[src/rtl/interrupt_request_controller_if.sv]
`default_nettype none
// ============================================================================
// Module   : interrupt_request_controller_if
// Brief    : Request/enable/claim bundle between CPU side and IRQ controller.
// Revision : 1.0 - initial release
// ============================================================================
interface interrupt_request_controller_if #(
    parameter int NUM_SRC = 8,
    parameter int ID_W    = 3
);
    logic [NUM_SRC-1:0] src_req;
    logic               en_wr;
    logic [NUM_SRC-1:0] en_data;
    logic               irq_ack;
    logic               irq_eoi;
    logic               irq;
    logic [ID_W-1:0]    irq_id;
    logic [NUM_SRC-1:0] pending;
    logic [NUM_SRC-1:0] enable;

    modport master (
        output src_req, en_wr, en_data, irq_ack, irq_eoi,
        input  irq, irq_id, pending, enable
    );

    modport slave (
        input  src_req, en_wr, en_data, irq_ack, irq_eoi,
        output irq, irq_id, pending, enable
    );
endinterface
`default_nettype wire

[src/rtl/interrupt_request_controller.sv]
`default_nettype none
// ============================================================================
// Module   : interrupt_request_controller
// Brief    : Edge-latched, fixed-priority interrupt controller with ACK/EOI
//            handshake and a guaranteed IRQ low gap between requests.
// Revision : 1.0 - initial release
// ============================================================================
module interrupt_request_controller #(
    parameter int NUM_SRC = 8,
    parameter int ID_W    = 3,
    parameter int GAP_CYC = 2
) (
    input  wire logic                     clk,
    input  wire logic                     rst,
    interrupt_request_controller_if.slave irq_bus
);

    localparam logic [3:0] c_gap_load = 4'(GAP_CYC);

    typedef enum logic [1:0] {
        ST_IDLE    = 2'd0,
        ST_REQ     = 2'd1,
        ST_SERVICE = 2'd2,
        ST_GAP     = 2'd3
    } state_t;

    state_t             r_state;
    state_t             w_state_nxt;

    logic [NUM_SRC-1:0] r_src_q;
    logic [NUM_SRC-1:0] r_armed;
    logic [NUM_SRC-1:0] r_pending;
    logic [NUM_SRC-1:0] r_enable;
    logic [NUM_SRC-1:0] w_rise;
    logic [NUM_SRC-1:0] w_selectable;
    logic [NUM_SRC-1:0] w_clr_mask;
    logic [NUM_SRC-1:0] w_pending_nxt;

    logic [ID_W-1:0]    r_irq_id;
    logic [ID_W-1:0]    w_irq_id_nxt;
    logic [ID_W-1:0]    w_sel_id;
    logic               w_sel_valid;

    logic               r_irq;
    logic               w_irq_nxt;
    logic [3:0]         r_gap_cnt;
    logic [3:0]         w_gap_nxt;
    logic               w_ack_take;

    // A source must be seen low after reset before its edges count, so a
    // line held high through reset cannot fake a rising edge.
    assign w_rise       = irq_bus.src_req & ~r_src_q & r_armed;
    assign w_selectable = r_pending & r_enable;

    // Lowest index wins: scan downward so the last hit is the smallest index.
    always_comb begin
        w_sel_valid = 1'b0;
        w_sel_id    = '0;
        for (int i = NUM_SRC - 1; i >= 0; i--) begin
            if (w_selectable[i]) begin
                w_sel_valid = 1'b1;
                w_sel_id    = ID_W'(i);
            end
        end
    end

    always_comb begin
        w_state_nxt  = r_state;
        w_irq_nxt    = r_irq;
        w_irq_id_nxt = r_irq_id;
        w_gap_nxt    = r_gap_cnt;
        w_ack_take   = 1'b0;
        case (r_state)
            ST_IDLE: begin
                if (w_sel_valid) begin
                    w_state_nxt  = ST_REQ;
                    w_irq_nxt    = 1'b1;
                    w_irq_id_nxt = w_sel_id;
                end
            end
            ST_REQ: begin
                // ACK has precedence; a coincident EOI is dropped.
                if (irq_bus.irq_ack) begin
                    w_state_nxt = ST_SERVICE;
                    w_ack_take  = 1'b1;
                end
            end
            ST_SERVICE: begin
                if (irq_bus.irq_eoi) begin
                    w_state_nxt = ST_GAP;
                    w_irq_nxt   = 1'b0;
                    w_gap_nxt   = c_gap_load;
                end
            end
            ST_GAP: begin
                w_gap_nxt = r_gap_cnt - 4'd1;
                if (r_gap_cnt <= 4'd1) begin
                    w_state_nxt = ST_IDLE;
                    w_gap_nxt   = 4'd0;
                end
            end
            default: begin
                w_state_nxt = ST_IDLE;
                w_irq_nxt   = 1'b0;
            end
        endcase
    end

    always_comb begin
        w_clr_mask = '0;
        if (w_ack_take) begin
            w_clr_mask[r_irq_id] = 1'b1;
        end
    end

    // Set after clear: a fresh edge on the claimed source stays pending.
    assign w_pending_nxt = (r_pending & ~w_clr_mask) | w_rise;

    always_ff @(posedge clk) begin
        if (rst) begin
            r_state   <= ST_IDLE;
            r_src_q   <= '0;
            r_armed   <= '0;
            r_pending <= '0;
            r_enable  <= '0;
            r_irq     <= 1'b0;
            r_irq_id  <= '0;
            r_gap_cnt <= 4'd0;
        end else begin
            r_state   <= w_state_nxt;
            r_src_q   <= irq_bus.src_req;
            r_armed   <= r_armed | ~irq_bus.src_req;
            r_pending <= w_pending_nxt;
            if (irq_bus.en_wr) begin
                r_enable <= irq_bus.en_data;
            end
            r_irq     <= w_irq_nxt;
            r_irq_id  <= w_irq_id_nxt;
            r_gap_cnt <= w_gap_nxt;
        end
    end

    assign irq_bus.irq     = r_irq;
    assign irq_bus.irq_id  = r_irq_id;
    assign irq_bus.pending = r_pending;
    assign irq_bus.enable  = r_enable;

endmodule
`default_nettype wire

[src/flat_wrapper.sv]
// flat-port wrapper written by rule: the top's interface ports become plain ports
module interrupt_request_controller_flat 
#(
    parameter int NUM_SRC = 8,
    parameter int ID_W    = 3,
    parameter int GAP_CYC = 2
)
  (clk, rst, irq_bus_src_req, irq_bus_en_wr, irq_bus_en_data, irq_bus_irq_ack, irq_bus_irq_eoi, irq_bus_irq, irq_bus_irq_id, irq_bus_pending, irq_bus_enable);
  interrupt_request_controller_if #(.NUM_SRC(NUM_SRC), .ID_W(ID_W)) irq_bus_i ();
  input  wire logic clk;
  input  wire logic rst;
  input wire logic [$bits(irq_bus_i.src_req)-1:0] irq_bus_src_req;
  input wire logic [$bits(irq_bus_i.en_wr)-1:0] irq_bus_en_wr;
  input wire logic [$bits(irq_bus_i.en_data)-1:0] irq_bus_en_data;
  input wire logic [$bits(irq_bus_i.irq_ack)-1:0] irq_bus_irq_ack;
  input wire logic [$bits(irq_bus_i.irq_eoi)-1:0] irq_bus_irq_eoi;
  output wire logic [$bits(irq_bus_i.irq)-1:0] irq_bus_irq;
  output wire logic [$bits(irq_bus_i.irq_id)-1:0] irq_bus_irq_id;
  output wire logic [$bits(irq_bus_i.pending)-1:0] irq_bus_pending;
  output wire logic [$bits(irq_bus_i.enable)-1:0] irq_bus_enable;
  assign irq_bus_i.src_req = irq_bus_src_req;
  assign irq_bus_i.en_wr = irq_bus_en_wr;
  assign irq_bus_i.en_data = irq_bus_en_data;
  assign irq_bus_i.irq_ack = irq_bus_irq_ack;
  assign irq_bus_i.irq_eoi = irq_bus_irq_eoi;
  assign irq_bus_irq = irq_bus_i.irq;
  assign irq_bus_irq_id = irq_bus_i.irq_id;
  assign irq_bus_pending = irq_bus_i.pending;
  assign irq_bus_enable = irq_bus_i.enable;
  interrupt_request_controller #(.NUM_SRC(NUM_SRC), .ID_W(ID_W), .GAP_CYC(GAP_CYC)) u_core (.clk(clk), .rst(rst), .irq_bus(irq_bus_i));
endmodule
[config.mk]
export PLATFORM = sky130hd
export DESIGN_NAME = interrupt_request_controller_flat
export DESIGN_NICKNAME = d
export VERILOG_FILES = /design/src/rtl/interrupt_request_controller_if.sv /design/src/rtl/interrupt_request_controller.sv /design/src/flat_wrapper.sv
export SDC_FILE = /design/constraint.sdc
export NUM_CORES = 1
export LEC_CHECK = 0
export CORE_MARGIN = 8
export CORE_UTILIZATION = 45
export CTS_BUF_LIST = sky130_fd_sc_hd__clkbuf_16
export DETAILED_ROUTE_END_ITERATION = 12
export GPL_TIMING_DRIVEN = 0
export PLACE_DENSITY_LB_ADDON = 0.2
export SETUP_SLACK_MARGIN = 0.4
export SLEW_MARGIN = 20
export SYNTH_ARGS = -nofsm -noshare
export SYNTH_HDL_FRONTEND = slang
export SYNTH_SLANG_ARGS = --single-unit
[constraint.sdc]
create_clock -name clk -period 1.75 [get_ports clk]
set_input_delay 0.175 -clock clk [delete_from_list [all_inputs] [get_ports clk]]
set_output_delay 0.175 -clock clk [all_outputs]
set_load 0.02 [all_outputs]
==> impl_metrics.toml, run 1 <==
[clock_network]
clock_latency_ns = 0.28
cts_root_buf = "clkbuf_16"
hold_buffers = 0
cts_buffers = 5
htree_levels = 2
cts_tree = "built"
cts_buffer_depth = 2
cts.clk_slew.worst_paths_ns = 0.06
clkSinkCount = 42

[yosys]
netlist_area_um2 = 1750
synth_area_per_cell_um2 = 9.36
yosys-top-cells-area = "dfxtp_1 (48%), mux2i_1 (5.1%), inv_1 (4.9%)"
ys_seq_area_frac = 0.480
synth_edf_count = 0
synth_top_cell_area_share = 0.480
syn_nets = 214
syn-instance-count = 187
synth_top_area_cell = "dfxtp_1"
synth.most_common_cell = "dfxtp_1"
synth_seq_cells = 42
ys.flop_type = "dfxtp_1"
synthTopCellsByCount = "dfxtp_1 (42), inv_1 (23), nor2_1 (21)"
async_flop_share = 0
ys_warn_count = 0
ys_types = 37

[routing]
dr.pass1.iters = 4
drcViolationCount = 0
wirelength_um = 4470
num_vias = 1556
drtIter0Drc = 84
avgViaCountPerCell = 5.40
drt.antenna.violating_nets = 0
wire_per_inst_um = 15.5

[global_route]
grt_usage = 0.142
antenna_found_initial = 0
grt_pass1_wl_um = 7080
grt_pass1_vias = 1500
grt_max_degree = 13
grt_overflow_total = 0

[power_and_ir_drop]
ir_drop_mv = 0.723
power.total_mw = 3.01
p_leak_nw = 1.10
power_density_nw_per_um2 = 1180

[sta]
fmax_mhz = 643
worst_slack_ns = 0.195
tightestPinTransition_ns = 0.538
drv_slew = 0
finalCritPeriodShare = 0.889
tns_ns = 0
fin_crit_ns = 1.56
timing.hold.ws_ns = 0.203
max-slew-margin-rel = 0.641
setup_violations = 0
finalHoldViolations = 0
rsz0062_at_grt = "yes"
fin_skew_ns = 0.00339

[layout]
drive_gt1_frac = 0.233
finalNonFillerCells = 288
finish.instance_area_um2 = 2550
fillers = 317
syn_to_final_growth_pct = 46.0
antennaDiodeCount = 0
utilization = 0.693
final_nets = 266

[critical_path]
endpoint_kind = "flop"
crit_arrival_ns = 1.76
r2r_start = "u_core.r_gap_cnt[1]"
reg2reg_to = "u_core.r_state[1]"
rrSetupSlack_ns = 0.19
path_class = "flop to flop"
start_kind = "flop"
rr_worst_depth = 6
worstPathRequired_ns = 1.95
crit_fanout = 3

[die]
coreArea_um2 = 3690
start_util = 0.475
pin_count = 41
die_width_um = 78.4
die_h_um = 78.4
die_area_um2 = 6140
core.rowCount = 22

[worst_hold_path]
hold_depth = 2
min_to = "u_core.irq_bus.irq"
min_path_type = "primary input to flop"
hp-start = "rst"

[run_status]
status = "completed"

[placement]
placed_area_um2 = 2250
preCtsSetupSlack_ns = 0.188
routabilityCongestion = 0.759
numPortBuffers = 38
dp_hpwl_um = 3030
dp.cells = 273

[run]
maxCapViolCount = 0
[layout make-up]
class                           count  area [um2]  area share
Inverter                           23        96.3      0.0377
Multi-Input combinational cell    116         938       0.367
Clock buffer                        5         125      0.0490
Tap cell                           48        60.1      0.0235
Sequential cell                    42         863       0.338
Clock inverter                      3        37.5      0.0147
Buffer                              6        26.3      0.0103
Timing Repair Buffer               45         408       0.160
[repair_timing]
item / 4_1_cts / 5_1_grt
setup buffers: 2 / 5
setup endpoints to repair: 33 / 14
pin swaps: 1 / 6
gates cloned: 0 / 0
gates resized for setup: 36 / 16
[flip-flops by register name, indices dropped and copies added, names as in the netlist]
register / count
u_core.irq_bus.enable: 8
u_core.irq_bus.irq: 1
u_core.irq_bus.irq_id: 3
u_core.irq_bus.pending: 8
u_core.r_armed: 8
u_core.r_gap_cnt: 4
u_core.r_src_q: 8
u_core.r_state: 2
[power breakdown]
part	internal (mW)	total (mW)	switching, mW
Clock	0.662	1.01	0.347
Combinational	0.408	0.818	0.410
Sequential	1.07	1.18	0.113
Total	2.14	3.01	0.870
[metal layers]
layer | part of all wire | wire, um | track usage | vias up
li1 | - | - | - | 755
met1 | 0.43 | 1940 | 0.168 | 749
met2 | 0.50 | 2220 | 0.238 | 47
met3 | 0.060 | 267 | 0.0467 | 5
met4 | 0.0090 | 40 | 0.0444 | 0
met5 | 0 | 0 | 0 | -
[worst max path at each step]
stage | from | end
after global routing | u_core.r_gap_cnt[1] | u_core.r_state[1]
after floorplan | u_core.r_gap_cnt[1] | u_core.r_state[1]
after CTS | u_core.r_gap_cnt[1] | u_core.r_state[1]
after detailed placement | irq_bus_irq_ack | u_core.irq_bus.pending[7]
final | u_core.r_gap_cnt[1] | u_core.r_state[1]
after global placement | irq_bus_irq_ack | u_core.irq_bus.pending[7]
[kinds of logic (layout without fill, tap and decap cells)]
group / after synthesis / after routing / share of synthesized area
simple gates: 55 / 55 / 0.147
mux: 10 / 10 / 0.0579
fa+ha+maj: 6 / 6 / 0.0429
xor+xnor: 3 / 3 / 0.0150
compound gates: 42 / 42 / 0.193
flops: 42 / 42 / 0.480
buf+inv: 29 / 82 / 0.0643
[critical path, cell delays in order, from the launching register on]
cell and delay, ns:
dfxtp_2 0.34, inv_4 0.08, ha_4 0.14, nor2_2 0.05, or3_4 0.34, a221oi_4 0.33, mux2i_1 0.20
[placed cells by master, fill, tap and decap left out, types with 4 or more instances in the layout]
master	synthesis	layout
a21oi_1	11	11
a22oi_2	0	4
a32o_1	5	5
buf_4	0	7
clkbuf_16	0	5
clkdlybuf4s50_1	0	18
dfxtp_1	42	28
dfxtp_2	0	12
dlygate4sd2_1	0	20
ha_4	0	5
inv_1	23	21
inv_4	0	4
mux2i_1	9	9
nand2_1	16	16
nand2b_1	5	5
nor2_1	21	20
o41ai_1	5	5
Note: power is estimated with default switching activity, not from simulation.
==> run 2, diff against run 1 <==
--- a/config.mk
+++ b/config.mk
@@ -8,6 +8,7 @@
 export CORE_MARGIN = 8
 export CORE_UTILIZATION = 45
 export CTS_BUF_LIST = sky130_fd_sc_hd__clkbuf_16
+export CTS_CLUSTER_DIAMETER = 200
 export DETAILED_ROUTE_END_ITERATION = 12
 export GPL_TIMING_DRIVEN = 0
 export PLACE_DENSITY_LB_ADDON = 0.2
==> results of run 2 <==
Final layout, timing and power as in run 1 (identical DEF).
